### src/rtl/mem_split_seq_pkg.sv
// Shared constants for the memory-operand splitter: line size, FSM encoding, rw flag bits.
package mem_split_seq_pkg;

   localparam int unsigned LINE_BITS_DEF = 4;
   localparam int unsigned ADDR_W_DEF    = 32;

   localparam logic [2:0] ST_IDLE = 3'd0;
   localparam logic [2:0] ST_M1A  = 3'd1;
   localparam logic [2:0] ST_M1B  = 3'd2;
   localparam logic [2:0] ST_M2A  = 3'd3;
   localparam logic [2:0] ST_M2B  = 3'd4;
   localparam logic [2:0] ST_DONE = 3'd5;

   localparam int unsigned RW_RD_BIT = 0;
   localparam int unsigned RW_WR_BIT = 1;

   function automatic logic is_req_state(input logic [2:0] st);
      return (st == ST_M1A) || (st == ST_M1B) || (st == ST_M2A) || (st == ST_M2B);
   endfunction

endpackage

### src/rtl/mem_split_seq_line_piece_calc.sv
// Address / byte count of one line-bounded piece (A = head, B = tail) of an operand.
module line_piece_calc
   import mem_split_seq_pkg::*;
#(
   parameter int unsigned LINE_BITS = LINE_BITS_DEF,
   parameter int unsigned ADDR_W    = ADDR_W_DEF
) (
   input  logic [ADDR_W-1:0]  start_addr,
   input  logic [ADDR_W-1:0]  end_addr,
   input  logic               sel_b,
   output logic [ADDR_W-1:0]  addr,
   output logic [LINE_BITS:0] bytes,
   output logic               split
);

   localparam logic [LINE_BITS:0] LINE_SIZE = {1'b1, {LINE_BITS{1'b0}}};
   localparam logic [LINE_BITS:0] ONE       = {{LINE_BITS{1'b0}}, 1'b1};

   logic [LINE_BITS:0] start_lo;
   logic [LINE_BITS:0] end_lo;
   logic [LINE_BITS:0] start_off;
   logic [LINE_BITS:0] end_off;

   assign start_lo  = start_addr[LINE_BITS:0];
   assign end_lo    = end_addr[LINE_BITS:0];
   assign start_off = {1'b0, start_addr[LINE_BITS-1:0]};
   assign end_off   = {1'b0, end_addr[LINE_BITS-1:0]};

   // A wrapped operand (end below start) is handled as a line crossing.
   assign split = (start_addr[ADDR_W-1:LINE_BITS] != end_addr[ADDR_W-1:LINE_BITS]) ||
                  (end_addr < start_addr);

   always_comb begin
      addr  = start_addr;
      bytes = '0;
      if (sel_b) begin
         addr  = {end_addr[ADDR_W-1:LINE_BITS], {LINE_BITS{1'b0}}};
         bytes = end_off + ONE;
      end else if (split) begin
         bytes = LINE_SIZE - start_off;
      end else begin
         bytes = end_lo - start_lo + ONE;
      end
   end

endmodule

### src/rtl/mem_split_seq.sv
// Issues an instruction's two memory operands as line-bounded sequential requests.
module mem_split_seq
   import mem_split_seq_pkg::*;
#(
   parameter int unsigned LINE_BITS = LINE_BITS_DEF,
   parameter int unsigned ADDR_W    = ADDR_W_DEF
) (
   input  logic               clk,
   input  logic               clr,
   input  logic               flush,
   input  logic               in_valid,
   output logic               in_ready,
   input  logic [ADDR_W-1:0]  mem_addr1,
   input  logic [ADDR_W-1:0]  mem_addr1_end,
   input  logic [ADDR_W-1:0]  mem_addr2,
   input  logic [ADDR_W-1:0]  mem_addr2_end,
   input  logic [1:0]         mem1_rw,
   input  logic [1:0]         mem2_rw,
   input  logic [6:0]         inst_ptcid,
   output logic               req_valid,
   input  logic               req_ready,
   output logic [ADDR_W-1:0]  req_addr,
   output logic [LINE_BITS:0] req_bytes,
   output logic [1:0]         req_rw,
   output logic               req_op,
   output logic               req_last,
   output logic [6:0]         req_ptcid,
   output logic               done,
   output logic [6:0]         done_ptcid
);

   logic [2:0]         state_q, state_d;
   logic [ADDR_W-1:0]  a1_q, e1_q, a2_q, e2_q;
   logic [1:0]         rw1_q, rw2_q;
   logic [6:0]         ptcid_q;
   logic               split1_q, split2_q;

   logic               req_valid_q, req_op_q, req_last_q, done_q;
   logic [ADDR_W-1:0]  req_addr_q;
   logic [LINE_BITS:0] req_bytes_q;
   logic [1:0]         req_rw_q;
   logic [6:0]         req_ptcid_q, done_ptcid_q;

   logic accept, fire;
   logic [ADDR_W-1:0] a1_n, e1_n, a2_n, e2_n;
   logic [1:0]        rw1_n, rw2_n;
   logic [6:0]        ptcid_n;
   logic              split1_in, split2_in, split1_n, split2_n, use1_n, use2_n;

   logic              op2_sel, sel_b, last_d, load_piece;
   logic [ADDR_W-1:0] calc_start, calc_end, calc_addr;
   logic [LINE_BITS:0] calc_bytes;
   logic              calc_split;

   assign in_ready = (state_q == ST_IDLE);
   assign accept   = in_valid && in_ready;
   assign fire     = req_valid_q && req_ready;

   assign split1_in = (mem_addr1[ADDR_W-1:LINE_BITS] != mem_addr1_end[ADDR_W-1:LINE_BITS]) ||
                      (mem_addr1_end < mem_addr1);
   assign split2_in = (mem_addr2[ADDR_W-1:LINE_BITS] != mem_addr2_end[ADDR_W-1:LINE_BITS]) ||
                      (mem_addr2_end < mem_addr2);

   // Operand view for the next cycle: fresh inputs on accept, captured copy otherwise.
   assign a1_n     = accept ? mem_addr1     : a1_q;
   assign e1_n     = accept ? mem_addr1_end : e1_q;
   assign a2_n     = accept ? mem_addr2     : a2_q;
   assign e2_n     = accept ? mem_addr2_end : e2_q;
   assign rw1_n    = accept ? mem1_rw       : rw1_q;
   assign rw2_n    = accept ? mem2_rw       : rw2_q;
   assign ptcid_n  = accept ? inst_ptcid    : ptcid_q;
   assign split1_n = accept ? split1_in     : split1_q;
   assign split2_n = accept ? split2_in     : split2_q;
   assign use1_n   = |rw1_n;
   assign use2_n   = |rw2_n;

   always_comb begin
      state_d = state_q;
      case (state_q)
         ST_IDLE: begin
            if (accept) begin
               if (use1_n)      state_d = ST_M1A;
               else if (use2_n) state_d = ST_M2A;
               else             state_d = ST_DONE;
            end
         end
         ST_M1A: begin
            if (fire) begin
               if (split1_q)    state_d = ST_M1B;
               else if (use2_n) state_d = ST_M2A;
               else             state_d = ST_DONE;
            end
         end
         ST_M1B: begin
            if (fire) state_d = use2_n ? ST_M2A : ST_DONE;
         end
         ST_M2A: begin
            if (fire) state_d = split2_q ? ST_M2B : ST_DONE;
         end
         ST_M2B: begin
            if (fire) state_d = ST_DONE;
         end
         ST_DONE: state_d = ST_IDLE;
         default: state_d = ST_IDLE;
      endcase
   end

   assign op2_sel    = (state_d == ST_M2A) || (state_d == ST_M2B);
   assign sel_b      = (state_d == ST_M1B) || (state_d == ST_M2B);
   assign calc_start = op2_sel ? a2_n : a1_n;
   assign calc_end   = op2_sel ? e2_n : e1_n;

   line_piece_calc #(
      .LINE_BITS (LINE_BITS),
      .ADDR_W    (ADDR_W)
   ) u_calc (
      .start_addr (calc_start),
      .end_addr   (calc_end),
      .sel_b      (sel_b),
      .addr       (calc_addr),
      .bytes      (calc_bytes),
      .split      (calc_split)
   );

   // Last piece: the one whose successor state is DONE.
   always_comb begin
      last_d = 1'b0;
      case (state_d)
         ST_M1A:  last_d = !calc_split && !use2_n;
         ST_M1B:  last_d = !use2_n;
         ST_M2A:  last_d = !calc_split;
         ST_M2B:  last_d = 1'b1;
         default: last_d = 1'b0;
      endcase
   end

   assign load_piece = (accept || fire) && is_req_state(state_d);

   always_ff @(posedge clk) begin
      if (clr || flush) begin
         state_q      <= ST_IDLE;
         a1_q         <= '0;
         e1_q         <= '0;
         a2_q         <= '0;
         e2_q         <= '0;
         rw1_q        <= '0;
         rw2_q        <= '0;
         ptcid_q      <= '0;
         split1_q     <= 1'b0;
         split2_q     <= 1'b0;
         req_valid_q  <= 1'b0;
         req_addr_q   <= '0;
         req_bytes_q  <= '0;
         req_rw_q     <= '0;
         req_op_q     <= 1'b0;
         req_last_q   <= 1'b0;
         req_ptcid_q  <= '0;
         done_q       <= 1'b0;
         done_ptcid_q <= '0;
      end else begin
         state_q     <= state_d;
         req_valid_q <= is_req_state(state_d);
         done_q      <= (state_d == ST_DONE);
         if (accept) begin
            a1_q     <= mem_addr1;
            e1_q     <= mem_addr1_end;
            a2_q     <= mem_addr2;
            e2_q     <= mem_addr2_end;
            rw1_q    <= mem1_rw;
            rw2_q    <= mem2_rw;
            ptcid_q  <= inst_ptcid;
            split1_q <= split1_in;
            split2_q <= split2_in;
         end
         if (load_piece) begin
            req_addr_q  <= calc_addr;
            req_bytes_q <= calc_bytes;
            req_rw_q    <= op2_sel ? rw2_n : rw1_n;
            req_op_q    <= op2_sel;
            req_last_q  <= last_d;
            req_ptcid_q <= ptcid_n;
         end
         if (state_d == ST_DONE) done_ptcid_q <= ptcid_n;
      end
   end

   assign req_valid  = req_valid_q;
   assign req_addr   = req_addr_q;
   assign req_bytes  = req_bytes_q;
   assign req_rw     = req_rw_q;
   assign req_op     = req_op_q;
   assign req_last   = req_last_q;
   assign req_ptcid  = req_ptcid_q;
   assign done       = done_q;
   assign done_ptcid = done_ptcid_q;

endmodule

### config.mk
export PLATFORM = sky130hd
export DESIGN_NAME = mem_split_seq
export DESIGN_NICKNAME = d
export VERILOG_FILES = /design/src/rtl/mem_split_seq_pkg.sv /design/src/rtl/mem_split_seq_line_piece_calc.sv /design/src/rtl/mem_split_seq.sv
export SDC_FILE = /design/constraint.sdc
export NUM_CORES = 1
export LEC_CHECK = 0
export CAP_MARGIN = 0
export CELL_PAD_IN_SITES_DETAIL_PLACEMENT = 1
export CELL_PAD_IN_SITES_GLOBAL_PLACEMENT = 1
export CORE_ASPECT_RATIO = 1.25
export CORE_MARGIN = 3
export CORE_UTILIZATION = 40
export CTS_CLUSTER_DIAMETER = 200
export DETAILED_ROUTE_END_ITERATION = 8
export HOLD_SLACK_MARGIN = 0.08
export PLACE_DENSITY_LB_ADDON = 0.1
export REMOVE_ABC_BUFFERS = 1
export SYNTH_ARGS = -nofsm -noshare
export SYNTH_HDL_FRONTEND = slang
export SYNTH_SLANG_ARGS = --single-unit
export TNS_END_PERCENT = 30
### constraint.sdc
create_clock -name clk -period 6.9 [get_ports clk]
set_input_delay 1.035 -clock clk [delete_from_list [all_inputs] [get_ports clk]]
set_output_delay 1.035 -clock clk [all_outputs]
set_load 0.02 [all_outputs]
==> flow_summary.ini, run 1 <==
[yosys]
synth.lib_cells_used.distinct = 68
yosys-top-cells-count = sky130_fd_sc_hd__nand2_1 (396), sky130_fd_sc_hd__dfxtp_1 (201), sky130_fd_sc_hd__a21oi_1 (163), sky130_fd_sc_hd__nor2_1 (106), sky130_fd_sc_hd__ha_1 (100)
synth_enable_flop_cells = 0
syn_area_per_cell_um2 = 7.658
yosys_most_used_dff = sky130_fd_sc_hd__dfxtp_1
yosysTopAreaCellShare_pct = 33.49
yosys-top-cells-area = sky130_fd_sc_hd__dfxtp_1 (33%), sky130_fd_sc_hd__nand2_1 (12%), sky130_fd_sc_hd__ha_1 (10%)
synth_cells = 1569
syn_area_um2 = 12020
yosysMostFrequentCell = sky130_fd_sc_hd__nand2_1
postSynth.asyncResetShare_pct = 0
cell_type_contributing_the_most_total_cell_area_after_synthesis = sky130_fd_sc_hd__dfxtp_1
postSynthRegisterBits = 201
synth_seq_area_share_pct = 33.49
synthesis.yosys.warnings = 0

[critical_path]
crit_buf_inv = 3
cp-end-kind = flip-flop
max_stage_delay_ps = 620
top_cell_by_count_worst_path = sky130_fd_sc_hd__or3_1
start_to_end_type_of_the_worst_setup_path = in -> reg
crit_path_cell_trace = clkdlybuf4s50_1, or4b_4, mux2i_4, o21a_4, o31ai_4, buf_12, buf_4, nand2_1, a31oi_1, ha_1, nand4_1, nor2_1, nand3_1, or3_1, or3_1, a31oi_4, mux2_2, a21oi_1
critPathRequiredTime_ps = 7360
cpLargestDelayFamily = simple AND/OR/NAND/NOR gates
rr_startpoint = state_q[1]
crit_arrival_ps = 6350
start_kind = input port
critPathLaunch = in_valid
cp_max_stage_cell = sky130_fd_sc_hd__o31ai_4
cp_max_fanout = 26
reg2reg_to = req_bytes[2]
reg2regPathDepth = 17
rrSetupSlack_ps = 1460

[drt]
via_total_after_detailed_routing = 11811
detail_route.iter0.violations = 607
detailed_routing_iteration_count_for_the_pre_antenna_repair_pass = 5
post_route_antenna_net_violation_count = 0
drt-total-wl_mm = 42.39
post_drt_wl_per_cell_um = 19.87
route.detailed.vias_per_inst = 5.537
remaining_drc_errors = 0

[place]
port-buffer-count = 201
dpl_cell_area_um2 = 14390
gp_congestion = 0.8454
hpwl_mm = 30.70

[power_and_ir_drop]
p_per_area_nw_per_um2 = 227.9
worst_ir_drop_vdd_mv = 0.1591
total_leakage_power_nw = 6.046

[sta]
finalCritPeriodShare_pct = 85.47
fin_worst_skew_ps = 10.42
grt_setup_unrepaired = false
drv_slew = 0
final_hold_viol_count = 0
final.setup.tns_ps = 0
setup_viol_count_final = 0
max_slew.worst_pin.slew_ps = 1039
slew_headroom_pct = 30.50
fin_crit_ps = 5898
fmaxAchievable_mhz = 169.6

[die]
initial_core_util_pct = 40.83
rows = 70
coreArea_um2 = 29430
design.portCount = 202
dieHeight_um = 199.8
die_width_um = 161.0
die_area_um2 = 32170

[clock_network]
clk_latency_ps = 520
clockBufferDepth = 3
cts.sink_count = 201
cts_tree = yes
htree_num_levels = 1
cts_setup_buffers = 0
root_buffer = sky130_fd_sc_hd__clkbuf_16
ctsResizeCount = 0
cts-buffers-inserted = 24
clk_transition_reported_paths_ps = 60
cts_hold_buf = 0

[global_route]
grt_overflow_total = 0
antenna_found_initial = 2
grtUsageTotal_pct = 25.61
first_global_vias = 12319
largest_net_degree_at_the_start_of_global_routing = 196
grt_pass1_wl_mm = 66.36

[min_path]
hp-start = req_op
worst_hold_path.endpoint = req_op
hp-class = reg -> reg
holdPathStages = 2

[run_status]
result_of_the_run = finished clean

[finish]
finalInstanceArea_um2 = 15220
final_core_utilization_pct = 51.73
area_growth_pct = 26.71
nNetsFinal = 1964
fillers = 3605
drive_gt1_share_pct = 6.797

[job]
drv_cap = 0
placed cells by master (no fill, tap or decap), types with 7 or more instances in the layout:
master,synthesis,layout
sky130_fd_sc_hd__clkinv_2,0,7
sky130_fd_sc_hd__nor3_1,36,36
sky130_fd_sc_hd__a21o_1,16,16
sky130_fd_sc_hd__a31oi_1,32,32
sky130_fd_sc_hd__a211oi_1,43,43
sky130_fd_sc_hd__and3_1,34,34
sky130_fd_sc_hd__inv_1,79,79
sky130_fd_sc_hd__nor4_1,7,7
sky130_fd_sc_hd__clkdlybuf4s50_1,0,201
sky130_fd_sc_hd__ha_1,100,100
sky130_fd_sc_hd__mux2_2,32,32
sky130_fd_sc_hd__clkbuf_16,0,25
sky130_fd_sc_hd__or3_1,7,7
sky130_fd_sc_hd__nor2_1,106,106
sky130_fd_sc_hd__o21ai_0,16,16
sky130_fd_sc_hd__buf_4,2,21
sky130_fd_sc_hd__nand3_1,19,19
sky130_fd_sc_hd__a21oi_1,163,162
sky130_fd_sc_hd__nand2_1,396,396
sky130_fd_sc_hd__clkinvlp_4,0,7
sky130_fd_sc_hd__mux2i_1,79,79
sky130_fd_sc_hd__dfxtp_1,201,201
sky130_fd_sc_hd__nand4_1,19,19
worst min-delay path, delay by kind of cell (launching register included):
family,cells,cell delay (ps)
AND/OR/NAND/NOR,1,50
flip-flops,1,310
AO/OA/AOI/OAI,1,50
metrics by stage:
stage | hold WS, ps | power (mW) | setup WS [ps] | cells
6_report | 453.9 | 3.470 | 1002 | 2133
2_1_floorplan | 432.1 | 1.800 | -9186 | 1465
5_1_grt | 474.1 | 3.646 | 786.3 | 2132
3_5_place_dp | 447.0 | 2.151 | 522.6 | 2088
4_1_cts | 456.0 | 3.510 | 1056 | 2132
3_3_place_gp | 440.7 | 2.130 | 670.4 | 2088
state kept, by name, summed over array words and instances, names as in the netlist, 2 cells and up:
signal      cells
rw1_q           2
rw2_q           2
req_addr       32
state_q         3
ptcid_q         7
req_ptcid       7
req_rw          2
a2_q           32
e2_q           32
req_bytes       5
a1_q           32
e1_q           32
done_ptcid      7
how the worst max path moves through the flow:
stage	endpoint	slack [ps]	cells past startpoint
2_1_floorplan	req_bytes[4]	-9190	16
3_3_place_gp	req_bytes[4]	670	18
3_5_place_dp	req_bytes[2]	520	17
4_1_cts	req_bytes[2]	1060	17
5_1_grt	req_bytes[4]	790	20
6_report	req_bytes[2]	1000	18
cells by family after synthesis:
| group | after synthesis | share of synthesized area, % |
|---|---|---|
| flops | 201 | 33.49 |
| buf+inv | 183 | 6.061 |
| xor+xnor | 5 | 0.3645 |
| compound gates | 315 | 16.28 |
| mux | 113 | 9.882 |
| fa+ha+maj | 102 | 10.75 |
| simple gates | 650 | 23.18 |
layer usage:
layer	vias up	wire length, um	track usage [%]
li1	5716	-	-
met1	5751	17220	29.55
met2	254	21700	47.93
met3	86	1927	3.901
met4	4	1520	9.563
met5	-	26	0
report_power, final:
group          switching (mW)  internal [mW]  leakage, nW
sequential             0.0251           1.20         1.64
clock                   0.546          0.795        0.393
combinational           0.525          0.374         4.02
layout make-up:
type | instances | area (um^2) | share of cell area (%)
multi-input cells | 1185 | 7306 | 47.99
flip-flops and latches | 201 | 4024 | 26.43
repair buffers | 227 | 2270 | 14.91
clock buffers | 27 | 653.1 | 4.290
well taps | 396 | 495.5 | 3.254
inverters | 79 | 296.5 | 1.948
clock inverters | 17 | 177.7 | 1.167
diodes | 1 | 2.502 | 0.01644
No activity file was read; power rests on OpenSTA's default activity.
==> inputs of run 2 (changes only) <==
Settings changed: CAP_MARGIN 0 to 10, CELL_PAD_IN_SITES_DETAIL_PLACEMENT 1 to unset, CELL_PAD_IN_SITES_GLOBAL_PLACEMENT 1 to unset, CORE_UTILIZATION 40 to 45, PLACE_DENSITY set to 0.69, PLACE_DENSITY_LB_ADDON 0.1 to unset, TNS_END_PERCENT 30 to unset.
==> flow_summary.ini, run 2 (same netlist as run 1, synthesis figures left out) <==
[finish]
number_of_antenna_diodes = 0
commonest_non_fill_non_tap_cell_in_the_layout = sky130_fd_sc_hd__nand2_1
area_growth_pct = 25.03
drive_gt1_share_pct = 5.756
finalInstanceArea_um2 = 15020
fillers = 2417
most-common-layout-cells = sky130_fd_sc_hd__nand2_1 (396), sky130_fd_sc_hd__dfxtp_1 (201), sky130_fd_sc_hd__clkdlybuf4s50_1 (201), sky130_fd_sc_hd__a21oi_1 (162), sky130_fd_sc_hd__nor2_1 (106)
nNetsFinal = 1950

[sta]
grt_setup_unrepaired = false
setup_viol_count_final = 0
drv_slew = 0
slew_headroom_pct = 35.13
max_slew.worst_pin.slew_ps = 969.5
final_critical_path_setup_slack_ps = 839.4
fin_worst_skew_ps = 12.28
final.setup.tns_ps = 0
finalCritPeriodShare_pct = 87.83
fin_crit_ps = 6061
final_hold_viol_count = 0
fmaxAchievable_mhz = 165.0

[place]
port-buffer-count = 201
gp_congestion = 0.8983
hpwl_mm = 25.76
dpl_cell_area_um2 = 14220
post-place-ws_ps = 360.1

[min_path]
worst_hold_path.endpoint = e1_q[0]
hp-start = e1_q[0]
hp-class = reg -> reg
holdPathStages = 2

[clock_network]
clk_latency_ps = 510
cts_setup_buffers = 0
cts_tree = yes
cts-buffers-inserted = 23
cts.sink_count = 201
htree_num_levels = 1
cts_hold_buf = 0
clockBufferDepth = 3
root_buffer = sky130_fd_sc_hd__clkbuf_16
clk_transition_reported_paths_ps = 60
ctsResizeCount = 0

[drt]
post_drt_wl_per_cell_um = 17.67
via_total_after_detailed_routing = 11518
remaining_drc_errors = 0
drt-total-wl_mm = 36.41
detailed_routing_iteration_count_for_the_pre_antenna_repair_pass = 5
post_route_antenna_net_violation_count = 0
route.detailed.vias_per_inst = 5.591
detail_route.iter0.violations = 920

[power_and_ir_drop]
p_total_mw = 3.369
p_per_area_nw_per_um2 = 224.3
worst_ir_drop_vdd_mv = 0.1650
total_leakage_power_nw = 5.981

[die]
die_area_um2 = 28710
rows = 66
coreArea_um2 = 26180
die_width_um = 152.2
dieHeight_um = 188.7
initial_core_util_pct = 45.90
design.portCount = 202

[critical_path]
rr_startpoint = state_q[1]
reg2regPathDepth = 16
max_stage_delay_ps = 620
cp-end-kind = flip-flop
start_to_end_type_of_the_worst_setup_path = in -> reg
start_kind = input port
cp_max_fanout = 34
crit_path_cell_trace = clkdlybuf4s50_1, nand2_1, o21ai_0, and2_1, o31a_2, buf_4, mux2i_1, mux2_2, ha_1, nand4_1, nor2_1, nand3_1, or3_1, or3_1, a31oi_4, mux2_2, a21oi_1
cp_max_stage_cell = sky130_fd_sc_hd__o31a_2
critPathRequiredTime_ps = 7350
crit_arrival_ps = 6510
rrSetupSlack_ps = 1240
critPathLaunch = req_ready
reg2reg_to = req_bytes[2]

[run_status]
result_of_the_run = finished clean

[global_route]
largest_net_degree_at_the_start_of_global_routing = 196
grtUsageTotal_pct = 24.09
antenna_found_initial = 0
first_global_vias = 10951
grt_overflow_total = 0
grt_pass1_wl_mm = 56.97

[job]
drv_cap = 0
## run 2: layout make-up
type	count	area, um^2	area share (%)
Sequential cell	201	4024	26.78
Multi-Input combinational cell	1185	7306	48.63
Clock inverter	9	130.1	0.8662
Clock buffer	32	669.4	4.456
Timing Repair Buffer	214	2172	14.46
Inverter	79	296.5	1.974
Tap cell	340	425.4	2.832
## run 2: where the power goes
group	internal, mW	switching (mW)	total (mW)	leakage, nW
Clock	0.789	0.493	1.28	0.393
Combinational	0.361	0.497	0.858	3.95
Sequential	1.20	0.0242	1.23	1.64
Total	2.36	1.01	3.37	5.98
## run 2: metal layers
layer  up-vias  global-route usage, %  share of wire (%)
met4         0                  8.786                3.9
met5         -                      0                  0
met1      5374                  29.70                 41
li1       5679                      -                  -
met3        83                  3.745                6.2
met2       382                  42.52                 49
## run 2: critical path, delay by kind of cell
family,cells,cell delay (ps)
simple gates,7,1850
compound gates,4,1390
buf+inv,2,1070
mux,3,850
fa+ha+maj,1,300
## run 2: worst max path at each step
stage | end | slack, ps | cells after the start
3_3_place_gp | req_bytes[2] | 520 | 17
2_1_floorplan | req_bytes[4] | -9190 | 16
6_report | req_bytes[2] | 840 | 17
3_5_place_dp | req_bytes[2] | 360 | 17
5_1_grt | req_bytes[2] | 450 | 17
4_1_cts | req_bytes[2] | 890 | 17
## run 2: per-stage QoR
stage | std cells | utilization (%) | hold WS (ps)
6_report | 2060 | 57.39 | 452.1
4_1_cts | 2060 | 57.39 | 452.4
3_5_place_dp | 2019 | 54.34 | 443.8
3_3_place_gp | 2019 | 54.34 | 439.0
2_1_floorplan | 1465 | - | 432.1
5_1_grt | 2060 | 57.39 | 470.3
